**config.mk**
```make
export PLATFORM = sky130hd
export DESIGN_NAME = inst_axi_bridge
export DESIGN_NICKNAME = d
export VERILOG_FILES = /design/src/rtl/inst_axi_bridge_pkg.sv /design/src/rtl/inst_axi_bridge.sv
export SDC_FILE = /design/constraint.sdc
export NUM_CORES = 1
export LEC_CHECK = 0
export ABC_AREA = 1
export BUFFER_PORTS_ARGS = -buffer_cell sky130_fd_sc_hd__buf_2
export CAP_MARGIN = 20
export CORE_ASPECT_RATIO = 1.25
export CORE_MARGIN = 2
export CORE_UTILIZATION = 38
export CTS_CLUSTER_DIAMETER = 150
export DETAILED_ROUTE_END_ITERATION = 8
export PLACE_DENSITY = 0.91
export SYNTH_ARGS = -nofsm -noshare
export SYNTH_HDL_FRONTEND = slang
export SYNTH_SLANG_ARGS = --single-unit
export TNS_END_PERCENT = 30
```
**constraint.sdc**
```tcl
create_clock -name clk -period 1.5 [get_ports clk]
set_input_delay 0.075 -clock clk [delete_from_list [all_inputs] [get_ports clk]]
set_output_delay 0.075 -clock clk [all_outputs]
set_load 0.02 [all_outputs]
```
**src/rtl/inst_axi_bridge_pkg.sv**
```systemverilog
// Shared AXI constants, bridge state encoding and response helper for inst_axi_bridge.
package inst_axi_bridge_pkg;

    localparam logic [1:0] AXI_BURST_INCR = 2'b01;
    localparam logic [1:0] AXI_RESP_OKAY  = 2'b00;
    localparam logic [2:0] AXI_SIZE_WORD  = 3'b010;

    typedef enum logic [1:0] {
        IBR_IDLE = 2'd0,
        IBR_AR   = 2'd1,
        IBR_R    = 2'd2,
        IBR_RSP  = 2'd3
    } ibr_state_e;

    function automatic logic resp_is_err(input logic [1:0] resp);
        return resp != AXI_RESP_OKAY;
    endfunction

endpackage

```
**src/rtl/inst_axi_bridge.sv**
```systemverilog
// SRAM-like instruction fetch port to AXI4 AR/R bridge, one outstanding read.
// Optional IBRIDGE_RDATA_REG_EN registers the R beat and answers one cycle later.
module inst_axi_bridge
    import inst_axi_bridge_pkg::*;
#(
    parameter logic [3:0] AXI_ID = 4'd0
) (
    input  logic        clk,
    input  logic        resetn,

    input  logic        inst_sram_en,
    input  logic [1:0]  inst_sram_size,
    input  logic [31:0] inst_sram_addr,
    output logic        inst_sram_addr_ok,
    output logic        inst_sram_data_ok,
    output logic [31:0] inst_sram_rdata,
    output logic        inst_rerr,

    output logic [3:0]  arid,
    output logic [31:0] araddr,
    output logic [7:0]  arlen,
    output logic [2:0]  arsize,
    output logic [1:0]  arburst,
    output logic [1:0]  arlock,
    output logic [3:0]  arcache,
    output logic [2:0]  arprot,
    output logic        arvalid,
    input  logic        arready,

    input  logic [3:0]  rid,
    input  logic [31:0] rdata,
    input  logic [1:0]  rresp,
    input  logic        rlast,
    input  logic        rvalid,
    output logic        rready
);

    ibr_state_e  state_q, state_d;
    logic [31:0] addr_q, addr_d;
    logic [1:0]  size_q, size_d;
    logic        ar_hs;
    logic        r_hs;

    // Single outstanding read: transaction ID and last flag carry no information.
    logic unused_ok;
    assign unused_ok = ^{rid, rlast};

    always_ff @(posedge clk or negedge resetn) begin
        if (!resetn) begin
            state_q <= IBR_IDLE;
            addr_q  <= 32'd0;
            size_q  <= 2'd0;
        end else begin
            state_q <= state_d;
            addr_q  <= addr_d;
            size_q  <= size_d;
        end
    end

    always_comb begin
        state_d = state_q;
        case (state_q)
            IBR_IDLE: if (inst_sram_en) state_d = IBR_AR;
            IBR_AR:   if (arready)      state_d = IBR_R;
            IBR_R: begin
                if (rvalid) begin
`ifdef IBRIDGE_RDATA_REG_EN
                    state_d = IBR_RSP;
`else
                    state_d = IBR_IDLE;
`endif
                end
            end
            default:  state_d = IBR_IDLE;
        endcase
    end

    // Request is only sampled in IDLE, so the fetch stage may move addr afterwards.
    always_comb begin
        addr_d = addr_q;
        size_d = size_q;
        if (state_q == IBR_IDLE && inst_sram_en) begin
            addr_d = inst_sram_addr;
            size_d = inst_sram_size;
        end
    end

`ifdef IBRIDGE_RDATA_REG_EN
    logic [31:0] rdata_q, rdata_d;
    logic        rerr_q, rerr_d;

    always_comb begin
        rdata_d = rdata_q;
        rerr_d  = rerr_q;
        if (r_hs) begin
            rdata_d = rdata;
            rerr_d  = resp_is_err(rresp);
        end
    end

    // Data holding registers need no reset; their outputs are gated by RSP.
    always_ff @(posedge clk) begin
        rdata_q <= rdata_d;
        rerr_q  <= rerr_d;
    end
`endif

    always_comb begin
        arvalid           = (state_q == IBR_AR);
        rready            = (state_q == IBR_R);
        ar_hs             = (state_q == IBR_AR) && arready;
        r_hs              = (state_q == IBR_R) && rvalid;
        inst_sram_addr_ok = ar_hs;
`ifdef IBRIDGE_RDATA_REG_EN
        inst_sram_data_ok = (state_q == IBR_RSP);
        inst_sram_rdata   = (state_q == IBR_RSP) ? rdata_q : 32'd0;
        inst_rerr         = (state_q == IBR_RSP) && rerr_q;
`else
        inst_sram_data_ok = r_hs;
        inst_sram_rdata   = r_hs ? rdata : 32'd0;
        inst_rerr         = r_hs && resp_is_err(rresp);
`endif
    end

    assign arid    = AXI_ID;
    assign araddr  = addr_q;
    assign arsize  = {1'b0, size_q};
    assign arlen   = 8'd0;
    assign arburst = AXI_BURST_INCR;
    assign arlock  = 2'd0;
    assign arcache = 4'd0;
    assign arprot  = 3'd0;

endmodule

```
* Yosys cells after proc, flatten, opt, wreduce, memory -nomap -nowiden
Cells that the tools add are included.
** Cells by class
- Eq/ne operators :: 5
- Multiplexer cells :: 5
- Reduce and logical (&&, ||, !) cells :: 7
** Operator list (number)
- $mux W32 :: 1
- $mux W2 :: 3
- $pmux W2 S3 :: 1
- $logic_and A1 B1 Y1 :: 4
- $ne A2 B2 Y1 const B :: 2
- $reduce_and A3 Y1 :: 1
- $eq A2 B1 Y1 const B :: 1
- $eq A2 B2 Y1 const B :: 1
- $logic_not A2 Y1 :: 1
- $ne A2 B1 Y1 const B :: 1
- $reduce_bool A2 Y1 :: 1
** Word-level totals
- Register bits :: 36
- Bits of input ports :: 78
- Output and inout bits :: 95

* Logic depth before layout (Yosys ltp)
Gate-level depths: netlist of run 1.
- Depth in word-level cells :: 3
- Mapped depth :: 5
- Depth with buffers taken out :: 5

* Least setup slack after synthesis of run 1
OpenSTA, ideal clock, no wires.
- Path type :: register to output
- Start :: register state_q[0]
- End :: output inst_sram_rdata[22]
- Arrival time :: 1.184 ns
- Data required time :: 1.425 ns
- Path slack :: 0.241 ns
- Cell stages (with the launch flop) :: 5
- Buffers on the path :: 1
- Cell sequence :: dfrtp_1 -> nor2_4 -> nand2_4 -> buf_6 -> nor2_1
** On the way
- Word-level cells in the longest chain between the ends :: 3
** RTL lines
- start, declared :: line inst_axi_bridge.sv:38 : ibr_state_e state_q, state_d;
- start signal, assigned :: line inst_axi_bridge.sv:54 : state_q <= state_d;
- $eq A2 B2 Y1
- net rready :: line inst_axi_bridge.sv:35 : output logic rready
- $logic_and A1 B1 Y1 :: line inst_axi_bridge.sv:112 : r_hs = (state_q == IBR_R) && rvalid;
- $mux W32 :: line inst_axi_bridge.sv:120 : inst_sram_rdata = r_hs ? rdata : 32'd0;
- end, declared :: line inst_axi_bridge.sv:16 : output logic [31:0] inst_sram_rdata,
The timed path passes the listed nets, and every way through them passes these cells.

* Final worst setup path of run 1
- Start :: register state_q[0]
- End :: output inst_sram_rdata[31]
** On the way
- Word-level cells in the longest chain between the ends :: 3
** RTL lines (line)
- $eq A2 B2 Y1 :: inst_axi_bridge.sv:112
- $logic_and A1 B1 Y1 :: inst_axi_bridge.sv:112
- $mux W32 :: inst_axi_bridge.sv:120
Every way passes these cells.

==> impl_metrics.toml, run 1 <==
[global_routing]
grt_max_degree = 37
grt_pass1_vias = 1782
track_usage_pct = 19.49
antenna_found_initial = 7
grt_pass1_wl_mm = 8.349
gr-total-overflow = 0

[place]
dp.cells = 450
hpwl_mm = 4.391
gp_congestion = 0.7090
port_buffers = 143

[setup_path]
crit_fanout = 17
arrival_ps = 1360
cp_num_buf_inv = 2
critPathLaunchType = "register"
cp.required_ps = 1420
crit_family = "flip-flops"
crit_chain = "nor2_4 > buf_12 > nand2_4 > nor2_1 > buf_2"
critPathKind = "reg2out"
slowest_delay_ps = 430
endpoint_kind = "output port"
crit_slowest_cell = "dfrtp_2"

[drt]
dr.pass1.iters = 4
highest_layer = "met5"
routed_wl_mm = 5.650
met2_wirelength_mm = 2.695
via_per_inst = 4.362
num_vias = 2050
drc = 0
ant_nets = 0
m1WireLength_mm = 2.203
drt-initial-drc-count = 49
wl_met3_um = 666
wl_per_cell_um = 12.02

[clock_network]
cts_buffers = 5
clock_latency_ps = 280
clk_pin_slew_ps = 70
cts_buffer_depth = 2
h-tree-depth = 2
cts_root_buffer = "clkbuf_8"
cts_tree = "done"
clock-sinks = 36

[sta]
worstMarginPinSlew_ps = 782.1
maxSlewHeadroom_pct = 47.86
hold_viol = 0
rsz0062_at_grt = "true"
setup_violations = 0
max_freq_ghz = 0.6971
slew_viol_final = 0
hold_ws_ps = 18.48
period_minus_slack_ps = 1434
timing.final.crit_share_pct = 95.63
skew_ps = 9.760

[layout]
fin_cells = 470
final_common_cell = "buf_2"
most-common-layout-cells = "buf_2, nand2_1, inv_1, dfrtp_1, nand3_1"
layout.nets = 481
areaGrowthSynthToFinish_pct = 44.17
post-route-util_pct = 56.27
layout-drive-gt1-share_pct = 41.34

[floorplanning]
start_util_pct = 39.03
die_y_um = 84.18
ios = 173
die_x_um = 68.15
num_rows = 29
coreArea_um2 = 5007
design.die.area_um2 = 5736

[power_and_ir_drop]
power.density_nw_per_um2 = 1880
power_w = 0.005297
vdd_ir_drop_max_v = 0.001133
power_leakage_nw = 1.882

[job]
maxCapViolCount = 0

[yosys]
synth-seq-cells = 36
synth_cells = 257
synth_cell_types = 12
synth_area_um2 = 1954
yosys_warnings = 0
synth.avg_cell_area_um2 = 7.605
synth_seq_area_share_pct = 46.09

[run_status]
outcome = "complete, no violations"

[min_path]
hold_path.class = "in2reg"
-- layout make-up --
class / instances / area [um2]
clock inverter: 1 / 30.03
clock buffer: 7 / 96.34
tap: 62 / 77.57
timing repair buffer: 152 / 820.8
fill: 493 / 2190
sequential: 36 / 902.1
antenna: 4 / 10.01
multi-input combinational: 171 / 742.0
inverter: 37 / 138.9
-- worst reg2reg max path, cell delays in order (launching register included) --
cell,delay [ps]
dfrtp_2,430
buf_4,150
nor2_4,150
nand2_4,240
nand2_1,150
nand2_1,60
-- kinds of logic after synthesis --
family,count (synthesis),synth area share [%]
and+or+nand+nor,144,31.37
DFF,36,46.09
other,2,0.3843
buffers and inverters,74,21.89
AOI/OAI and AO/OA,1,0.2558
-- metal layers --
metal	GRT usage, %	vias up
met5	0	-
met4	6.000	8
met3	9.115	10
met2	31.60	115
met1	22.53	907
li1	-	1010
-- synth_stat cells --
library cell	number	share of area [%]
nand2_1	72	14
inv_1	37	7.1
dfrtp_1	36	46
nand3_1	34	8.7
nor2_1	34	6.5
buf_4	28	11
buf_6	6	3.5
clkbuf_1	3	0.58
conb_1	2	0.38
nand2_4	2	1.2
nor2_4	2	1.2
o21ai_0	1	0.26
-- flip-flops by register name, indices dropped and copies added (netlist names) --
name	cells
araddr	32
size_q	2
state_q	2
-- per-stage QoR --
stage / setup TNS [ps] / setup WS [ps] / instance area (um2)
3_5_place_dp: 0 / 268.0 / 2564
6_report: 0 / 65.57 / 2818
3_3_place_gp: 0 / 316.5 / 2564
5_1_grt: -19.85 / -11.34 / 2810
2_1_floorplan: 0 / 241.3 / 2037
4_1_cts: 0 / 54.34 / 2724
-- power breakdown --
part / total, W / leakage [nW] / switching (W) / internal [W]
clock network: 0.000912 / 0.0645 / 0.000326 / 0.000586
logic: 0.00270 / 1.37 / 0.00180 / 0.000905
registers: 0.00168 / 0.444 / 0.000240 / 0.00144
total: 0.00530 / 1.88 / 0.00237 / 0.00293
-- worst paths after layout --
check	start	to	slack [ps]	cells after the start
min in group asynchronous	resetn	araddr[24]	430	2
max reg2reg	state_q[0]	araddr[2]	230	5
min reg2reg	araddr[16]	araddr[16]	470	2
min	inst_sram_addr[30]	araddr[30]	20	3
max in group asynchronous	resetn	state_q[0]	530	2
max	state_q[0]	inst_sram_rdata[31]	70	5
-- timing repair --
item,in CTS,in global routing
hold buffers,1,0
resized for setup,1,11
setup endpoints to repair,33,26
setup buffers,2,3
pin swaps,2,2
hold endpoints to repair,36,0
gates cloned,0,2
No activity file was read; power rests on OpenSTA's default activity.
==> inputs of run 2 (changes only) <==
--- a/config.mk
+++ b/config.mk
@@ -5,15 +5,14 @@
 export SDC_FILE = /design/constraint.sdc
 export NUM_CORES = 1
 export LEC_CHECK = 0
-export ABC_AREA = 1
 export BUFFER_PORTS_ARGS = -buffer_cell sky130_fd_sc_hd__buf_2
 export CAP_MARGIN = 20
 export CORE_ASPECT_RATIO = 1.25
 export CORE_MARGIN = 2
-export CORE_UTILIZATION = 38
+export CORE_UTILIZATION = 33
 export CTS_CLUSTER_DIAMETER = 150
 export DETAILED_ROUTE_END_ITERATION = 8
-export PLACE_DENSITY = 0.91
+export PLACE_DENSITY = 0.87
 export SYNTH_ARGS = -nofsm -noshare
 export SYNTH_HDL_FRONTEND = slang
 export SYNTH_SLANG_ARGS = --single-unit
==> constraint.sdc (replaced) <==
create_clock -name clk -period 1.3 [get_ports clk]
set_input_delay 0.065 -clock clk [delete_from_list [all_inputs] [get_ports clk]]
set_output_delay 0.065 -clock clk [all_outputs]
set_load 0.02 [all_outputs]
==> run 2 against run 1 <==
  * The run now ends with negative setup slack left
  * Sequential cell count did not move
  * Worst setup slack worse by 330 ps
  * Sequential share of layout area rose by 1.2 points
  * Clock power shrank 15%
  * Die area up 6.0%
  * Worst hold slack worse by 13 ps
  * Register-to-register slack worse by 380 ps
  * Utilization decreased by 5.8 points
  * Synthesized cell count down 44%
  * Global-route usage down 4.9 points
  * Critical path depth is the same
  * Largest cell class unchanged
==> impl_metrics.toml, run 2 <==
[layout]
layout-drive-gt1-share_pct = 63.33
most-common-layout-cells = "buf_2, dfrtp_1, and2_1, mux2_2, conb_1"
final_common_cell = "buf_2"
layout.nets = 377
areaGrowthSynthToFinish_pct = 50.14
largest_register_ffs = 32
fillers = 501
stdcell_area_um2 = 2709
fin_cells = 364
diodes = 0

[run_status]
violations = "negative setup slack"
outcome = "complete, but fails checks"

[global_routing]
grt_max_degree = 35
antenna_found_initial = 0
gr-total-overflow = 0
grt_pass1_wl_mm = 6.872
track_usage_pct = 14.63
grt_pass1_vias = 1439

[sta]
slew_viol_final = 0
hold_viol = 0
period_minus_slack_ps = 1560
tns_ps = -12160
setup_slack_ps = -260.2
skew_ps = 4.621
rsz0062_at_grt = "true"
max_freq_ghz = 0.6409
timing.final.crit_share_pct = 120.0
setup_violations = 68

[yosys]
yosysTopAreaCellShare_pct = 49.93
async_flop_share_pct = 100.0
synth_seq_area_share_pct = 49.93
synth_cell_types = 18
synth-edff-count = 0
yosys.area.top_type = "dfrtp_1"
synth_cells = 145
synth_area_um2 = 1804
synth-seq-cells = 36
synth_most_common_cell = "dfrtp_1"
ys_top_cells_by_count = "dfrtp_1, and2_1, mux2_2"
synth_flop_cell = "dfrtp_1"
yosys_warnings = 0
synth_area_leaders = "dfrtp_1, mux2_2, and2_1, buf_4, buf_6"
synth.avg_cell_area_um2 = 12.44

[setup_path]
crit_path_end = "inst_sram_rdata[30]"
crit_slowest_cell = "dfrtp_1"
r2r_setup_slack_ps = -150
crit_start = "state_q[1]"
cp.required_ps = 1240
endpoint_kind = "output port"
arrival_ps = 1500
cp_num_buf_inv = 3
crit_family = "buffers and inverters"
critPathLaunchType = "register"
cp_num_cells = 5
crit_chain = "buf_4 > and3b_1 > buf_12 > and2_1 > buf_2"
critPathKind = "reg2out"
worstRegToRegCells = 4
r2r_start = "state_q[1]"
crit_fanout = 34
slowest_delay_ps = 390
r2r-end = "size_q[0]"

[clock_network]
cts_tree = "done"
cts_root_buffer = "clkbuf_8"
clock-sinks = 36
clk_pin_slew_ps = 70
clock_latency_ps = 280
cts_buffers = 5
cts_buffer_depth = 2
h-tree-depth = 2

[job]
maxCapViolCount = 0

[place]
hpwl_mm = 3.650
post_dp_cell_area_um2 = 2526
dp.cells = 350
port_buffers = 143
gp_congestion = 0.6835

[power_and_ir_drop]
vdd_ir_drop_max_v = 0.001041
power_leakage_nw = 1.512
power_w = 0.005834
power.density_nw_per_um2 = 2154

[drt]
drt-initial-drc-count = 31
dr.pass1.iters = 2
ant_nets = 0
via_per_inst = 4.198
wl_per_cell_um = 12.57
drc = 0
num_vias = 1528
routed_wl_mm = 4.575

[floorplanning]
die_x_um = 70.14
coreArea_um2 = 5368
num_rows = 30
ios = 173
design.die.area_um2 = 6079
start_util_pct = 33.61
die_y_um = 86.67

[min_path]
hold_path.class = "in2reg"
-- run 2: cells by family after synthesis --
group                  Yosys count  share of synthesized area [%]
muxes                           34                          21.22
and+or+nand+nor                 39                          14.56
buffers and inverters           31                          12.76
AOI/OAI and AO/OA                3                          1.110
DFF                             36                          49.93
other                            2                         0.4162
-- run 2: power breakdown --
| part | switching, W | internal (W) | leakage, nW | total, W |
|---|---|---|---|---|
| combinational | 0.00170 | 0.00137 | 1.05 | 0.00307 |
| clock | 0.000390 | 0.000382 | 0.0424 | 0.000773 |
| sequential | 0.000300 | 0.00170 | 0.422 | 0.00200 |
-- run 2: what timing repair did --
item                                    CTS  global route
cloned                                    0             0
endpoints found under the hold margin    20             2
setup buffers                             1             0
pin swaps                                 1             0
hold buffers                              3             2
endpoints found under the setup margin   69            70
gates resized for setup                   5             8
-- run 2: layer usage --
| layer | up-vias | share of wire, % | global-route usage [%] |
|---|---|---|---|
| li1 | 733 | - | - |
| met4 | 0 | 1.2 | 4.720 |
| met2 | 83 | 57 | 28.74 |
| met1 | 707 | 34 | 15.03 |
| met5 | - | 0 | 0 |
| met3 | 5 | 7.3 | 3.605 |
-- run 2: layout make-up --
class | count | area [um2] | share of cell area, %
inverters | 1 | 3.754 | 0.1386
well taps | 64 | 80.08 | 2.956
clock buffers | 7 | 76.32 | 2.818
multi-input cells | 100 | 765.7 | 28.27
repair buffers | 155 | 873.3 | 32.24
flip-flops and latches | 36 | 900.9 | 33.26
clock inverters | 1 | 8.758 | 0.3233
-- run 2: worst min-delay path by stage --
stage / start / to / slack (ps) / cells after the start
2_1_floorplan: resetn / araddr[0] / -230 / 0
5_1_grt: inst_sram_addr[11] / araddr[11] / -0.3 / 2
4_1_cts: inst_sram_addr[21] / araddr[21] / 0.3 / 2
3_3_place_gp: resetn / araddr[5] / 30 / 1
3_5_place_dp: resetn / araddr[5] / 40 / 1
6_report: inst_sram_addr[11] / araddr[11] / 5 / 2
-- run 2: stage by stage --
stage          setup slack, ps  util (%)  hold WS [ps]
2_1_floorplan           -116.8         -        -230.6
3_3_place_gp            -48.74     47.06         27.36
3_5_place_dp            -78.43     47.06         42.11
4_1_cts                 -268.1     49.67        0.2753
5_1_grt                 -314.5     50.47       -0.3249
6_report                -260.2     50.47         5.351
